[config.mk]
export PLATFORM = sky130hd
export DESIGN_NAME = l1_instruction_cache
export DESIGN_NICKNAME = d
export VERILOG_FILES = /design/src/rtl/l1_instruction_cache_pkg.sv /design/src/rtl/l1i_line_store.sv /design/src/rtl/l1_instruction_cache.sv
export SDC_FILE = /design/constraint.sdc
export NUM_CORES = 1
export LEC_CHECK = 0
export ABC_AREA = 1
export CAP_MARGIN = 20
export CORE_ASPECT_RATIO = 1.1
export CORE_UTILIZATION = 55
export DETAILED_ROUTE_END_ITERATION = 6
export DONT_BUFFER_PORTS = 1
export GPL_TIMING_DRIVEN = 0
export PLACE_DENSITY_LB_ADDON = 0.08
export SLEW_MARGIN = 20
export SYNTH_ARGS = -nofsm -noshare
export SYNTH_HDL_FRONTEND = slang
export SYNTH_HIERARCHICAL = 1
export SYNTH_SLANG_ARGS = --single-unit
[constraint.sdc]
create_clock -name clock -period 13.91 [get_ports clock]
set_clock_uncertainty 0.05 [all_clocks]
set_input_delay 2.0865 -clock clock [delete_from_list [all_inputs] [get_ports clock]]
set_output_delay 2.0865 -clock clock [all_outputs]
set_load 0.005 [all_outputs]
[src/rtl/l1_instruction_cache_pkg.sv]
// Shared defines (controller data-source codes, cache FSM encodings) and the
// package of types imported by the instruction-cache files.
`ifndef L1I_SHARED_DEFINES
`define L1I_SHARED_DEFINES
`define DATA_SOURCE_NONE 2'b00
`define DATA_SOURCE_ROM  2'b01
`define DATA_SOURCE_RAM  2'b10
`define DATA_SOURCE_PER  2'b11
`define L1I_STATE_IDLE    2'd0
`define L1I_STATE_REQUEST 2'd1
`define L1I_STATE_WAIT    2'd2
`endif

package l1_instruction_cache_pkg;

  localparam int WORD_BITS = 32;

  typedef enum logic [1:0] {
    L1I_IDLE    = `L1I_STATE_IDLE,
    L1I_REQUEST = `L1I_STATE_REQUEST,
    L1I_WAIT    = `L1I_STATE_WAIT
  } l1i_state_e;

endpackage

[src/rtl/l1i_line_store.sv]
// Direct-mapped line array: async read, one sync write port for
// {valid, tag, data} and a bulk clear of every valid bit.
module l1i_line_store
  import l1_instruction_cache_pkg::*;
#(
  parameter int NUM_LINES  = 16,
  parameter int INDEX_BITS = $clog2(NUM_LINES),
  parameter int TAG_BITS   = 30 - INDEX_BITS
) (
  input  logic                  clock,
  input  logic                  reset,
  input  logic                  clear,
  input  logic                  write,
  input  logic [INDEX_BITS-1:0] write_index,
  input  logic [TAG_BITS-1:0]   write_tag,
  input  logic [WORD_BITS-1:0]  write_data,
  input  logic [INDEX_BITS-1:0] read_index,
  output logic                  read_valid,
  output logic [TAG_BITS-1:0]   read_tag,
  output logic [WORD_BITS-1:0]  read_data
);

  logic [NUM_LINES-1:0] valid;
  logic [TAG_BITS-1:0]  tag_mem  [NUM_LINES];
  logic [WORD_BITS-1:0] data_mem [NUM_LINES];

  // Clear beats a same-cycle write so a flush can never leave a fresh line valid.
  always_ff @(posedge clock) begin
    if (reset || clear) begin
      valid <= '0;
    end else if (write) begin
      valid[write_index] <= 1'b1;
    end
  end

  always_ff @(posedge clock) begin
    if (write) begin
      tag_mem[write_index]  <= write_tag;
      data_mem[write_index] <= write_data;
    end
  end

  assign read_valid = valid[read_index];
  assign read_tag   = tag_mem[read_index];
  assign read_data  = data_mem[read_index];

endmodule

[src/rtl/l1_instruction_cache.sv]
// Direct-mapped, one-word-per-line instruction cache: same-cycle hits, and a
// miss FSM that reads the ROM through the memory controller's instruction port.
module l1_instruction_cache
  import l1_instruction_cache_pkg::*;
#(
  parameter  int NUM_LINES  = 16,
  localparam int INDEX_BITS = $clog2(NUM_LINES)
) (
  input  logic        clock,
  input  logic        reset,
  input  logic [31:0] cpu_address,
  input  logic        cpu_read,
  input  logic        flush,
  output logic [31:0] cpu_data,
  output logic        cpu_ready,
  output logic        stall_cpu,
  output logic [31:0] mem_address,
  output logic        mem_read,
  input  logic        mem_stall,
  input  logic [31:0] mem_data,
  input  logic [1:0]  mem_data_source,
  output logic [1:0]  state
);

  localparam int TAG_BITS = 30 - INDEX_BITS;

  l1i_state_e            state_q;
  logic [29:0]           miss_addr;
  logic [INDEX_BITS-1:0] index;
  logic [TAG_BITS-1:0]   tag;
  logic                  line_valid;
  logic [TAG_BITS-1:0]   line_tag;
  logic [31:0]           line_data;
  logic                  hit;
  logic                  miss;
  logic                  fill;
  logic                  unused_addr_bits;

  assign index = cpu_address[INDEX_BITS+1:2];
  assign tag   = cpu_address[31:INDEX_BITS+2];
  assign unused_addr_bits = ^cpu_address[1:0];

  // Lookups only count in IDLE; flush and reset suppress the hit that cycle.
  assign hit  = !reset && !flush && (state_q == L1I_IDLE) && cpu_read &&
                line_valid && (line_tag == tag);
  assign miss = (state_q == L1I_IDLE) && cpu_read && !hit;
  assign fill = !reset && !flush && (state_q == L1I_WAIT) && !mem_stall &&
                (mem_data_source == `DATA_SOURCE_ROM);

  assign cpu_ready   = hit;
  assign cpu_data    = hit ? line_data : 32'h0;
  assign stall_cpu   = !reset && (flush || (state_q != L1I_IDLE) || miss);
  assign mem_address = {miss_addr, 2'b00};
  assign state       = state_q;

  always_ff @(posedge clock) begin
    if (reset) begin
      state_q   <= L1I_IDLE;
      mem_read  <= 1'b0;
      miss_addr <= '0;
    end else if (flush) begin
      state_q  <= L1I_IDLE;
      mem_read <= 1'b0;
    end else begin
      case (state_q)
        L1I_IDLE: begin
          if (miss) begin
            miss_addr <= cpu_address[31:2];
            mem_read  <= 1'b1;
            state_q   <= L1I_REQUEST;
          end
        end
        L1I_REQUEST: begin
          if (!mem_stall) state_q <= L1I_WAIT;
        end
        // A data-side access may own the controller output; keep asking.
        L1I_WAIT: begin
          if (fill) begin
            mem_read <= 1'b0;
            state_q  <= L1I_IDLE;
          end
        end
        default: begin
          mem_read <= 1'b0;
          state_q  <= L1I_IDLE;
        end
      endcase
    end
  end

  l1i_line_store #(
    .NUM_LINES (NUM_LINES),
    .INDEX_BITS(INDEX_BITS),
    .TAG_BITS  (TAG_BITS)
  ) u_line_store (
    .clock      (clock),
    .reset      (reset),
    .clear      (flush),
    .write      (fill),
    .write_index(miss_addr[INDEX_BITS-1:0]),
    .write_tag  (miss_addr[29:INDEX_BITS]),
    .write_data (mem_data),
    .read_index (index),
    .read_valid (line_valid),
    .read_tag   (line_tag),
    .read_data  (line_data)
  );

endmodule

==> summary.txt <==
Worst setup path
  • Worst-path cell chain: buf_2, buf_1, clkbuf_1, nand3_1, nand2_1, inv_1, nand2_1, nand2_1, nor2_1, nand2_1, nor2_1, nand2_1, nor2_1, inv_1, clkbuf_1, nor2_1
  • Required time worst endpoint: 11770 ps
  • Worst r2r path cells: 9
  • Top Family by Delay on Critical Path: buffers and inverters
  • Critical path class: in -> out
  • Crit path depth: 16
  • Worst-path fanout max: 10
  • CP Launch Type: primary input
  • CP most frequent cell: nand2_1
  • CP Capture Type: output pin
  • Max incr delay on CP: 650 ps
  • Crit path DAT: 6770 ps
  • Crit-path slowest cell: buf_1
  • Worst path bufs/invs: 6

Synth
  • Synthesis warning total: 6
  • Seq cells post-synth: 977
  • Adder-cell share of the synthesized area: 0%
  • Compound-cell area share of the yosys netlist: 0.5720%
  • Post-synth cell types: 21
  • Sequential fraction of the synthesis area: 67.98%
  • Syn avg cell area: 9.978 um2
  • Cell count after synthesis: 4253
  • Main combinational cell family by area after synthesis: simple AND/OR/NAND/NOR gates
  • Xor/xnor share of the synthesized area: 0.02064%
  • Post-synthesis mux area share: 0%
  • Simple logic cell fraction of the synthesized area: 21.56%
  • Netlist Area Pre-Place: 0.04244 mm2

Die
  • Row count: 106
  • # IOs: 140
  • Core footprint: 0.07613 mm2
  • Starting Density: 55.74%
  • DIE AREA: 0.07827 mm2
  • Width of the die: 266.8 um
  • Die H: 293.3 um

Cells and area
  • Share of cells above drive strength 1: 6.948%
  • Antenna Cells: 0
  • Final non-filler cell total: 5488
  • Fill cells: 6055
  • Layout area overhead: 12.45%
  • Total Nets Final: 4454

CTS
  • Sink Count: 977
  • CTS tree: yes
  • Hold Buf Count CTS: 0
  • Setup repair bufs after CTS: 0
  • Clk Latency, worst-skew pair: 670 ps
  • Clock-pin slew on the worst setup and hold paths: 60 ps
  • Clock buffer depth: 3
  • Post-CTS resize count: 0
  • Root buf cell: clkbuf_16
  • CTS H-Tree Depth: 3
  • Clock buffer count from CTS: 98

Timing
  • RSZ-0062 raised after global routing: false
  • Period utilisation layout: 64.06%
  • Slew HR: 19.60%
  • Final setup violation count: 0
  • Final setup TNS: 0 ps
  • Fin worst setup slack: 5000 ps
  • Fin crit period: 8910 ps
  • Slew @ Worst Pin: 1206 ps
  • Max Slew Vio Count: 0
  • Hold Fails Final Rpt: 0
  • Max Fclk: 0.1122 GHz

Placement
  • Gpl congestion: 0.8666
  • Buffers on Ports: 0
  • Placed cells: 5309
  • Hpwl dp: 78980 um
  • Setup WS pre-CTS: 5129 ps

Routing
  • Routed Antenna Nets: 0
  • Post-DR vias/cell: 5.390
  • Detailed-route via count: 29580
  • First-pass iteration count of the detailed router: 6
  • Post-DR wirelength/cell: 22.17 um
  • DRC viols: 0
  • Routed WL: 121700 um
  • First-iteration detailed-routing DRC count: 3027

Hold path
  • Worst hold-check path type: reg -> reg
  • Worst Hold Depth: 2

Global routing
  • Vias in the first global route: 27530
  • Initial antenna violation count: 3
  • First-pass GRT wire length: 176800 um
  • Largest net degree at the start of global routing: 42
  • GRT overflow: 0
  • Tot GR Track Use: 31.28%

Run status
  • Status: completed

Run
  • Max Cap Violations: 0

Power and ir drop
  • PwrDens: 130.5 mW/mm2
  • Overall Power: 6.225 mW
  • Max IR drop VDD: 97.71 uV
  • Lkg Pwr: 20.51 nW
[final timing paths]
check	start	endpoint	slack (ps)
setup reg to reg	state[1]	u_line_store/data_mem[12][4]	10170
hold / removal	u_line_store/valid[8]	u_line_store/valid[8]	410
hold reg to reg	u_line_store/valid[8]	u_line_store/valid[8]	410
setup / recovery	cpu_address[5]	cpu_data[30]	5000
[layout by cell type, fill, tap and decap left out, types with 5 or more instances in the layout]
master / instances
inv_2: 5
buf_6: 16
clkinv_2: 15
nor3_1: 6
nand2_1: 1362
buf_2: 85
clkinv_1: 19
bufinv_16: 6
a21oi_1: 41
buf_4: 15
inv_1: 810
clkbuf_16: 106
buf_12: 13
nor2_1: 73
nor2_4: 6
dfxtp_1: 49
clkbuf_8: 11
edfxtp_1: 928
inv_4: 10
buf_1: 36
nand3_1: 739
buf_16: 16
clkbuf_1: 81
[kinds of logic after synthesis]
logic type	count (synthesis)
buf+inv	1039
other cells	1
compound gates	47
xor+xnor	1
simple gates	2188
flops	977
[metal layers]
metal	vias up	part of all wire (%)	global-route usage [%]
met1	14090	40	43.02
met2	1381	45	48.13
met5	-	0.022	0
met3	253	9.9	6.545
met4	4	4.3	13.89
li1	13850	-	-
[synthesized netlist by cell type, drive strengths merged]
cell    instances  area (um2)
a21oi          41       205.2
o21ai           4       20.02
clkbuf         62       232.7
xnor2           1       8.760
nand2        1363        5119
edfxtp        928       27870
buf           152       853.3
nor2           79       296.5
o21bai          1       11.26
conb            1       3.750
or2             1       6.260
nor3            6       30.03
inv           825        3097
dfxtp          49       980.9
nand3         739        3699
a31oi           1       6.260
[power by group]
part           internal [mW]  switching [mW]  leakage [nW]
Combinational         0.0930           0.252          9.65
Clock                   1.55            1.09          1.59
Sequential              3.22          0.0237          9.28
Total                   4.86            1.37          20.5
[tightest hold or removal path, stage by stage (launching register included)]
cell	delay, ps
dfxtp_1	300
inv_1	60
a21oi_1	60
[layout make-up]
cell class | instances | area, um2 | share of cell area, %
Clock inverter | 43 | 350.3 | 0.7342
Sequential cell | 977 | 28850 | 60.45
Tap cell | 1026 | 1284 | 2.690
Clock buffer | 136 | 2875 | 6.025
Buffer | 214 | 1086 | 2.276
Multi-Input combinational cell | 2238 | 9454 | 19.81
Timing Repair Buffer | 29 | 700.7 | 1.468
Inverter | 825 | 3122 | 6.542
[sequential cells by signal, summed over array words and instances, names as in the netlist]
signal                 cells
u_line_store/tag_mem     416
miss_addr                 30
u_line_store/valid        16
mem_read                   1
u_line_store/data_mem    512
state                      2
[per-stage QoR]
step                hold slack, ps  cell area, um2  util, %
floorplan                    380.7           42440        -
global route                 437.3           47720    62.68
CTS                          412.3           47720    62.68
finish                       411.4           47720    62.68
detailed placement           402.3           44490    58.45
global placement             388.4           43720    57.43
(Power assumes the default switching activity.)
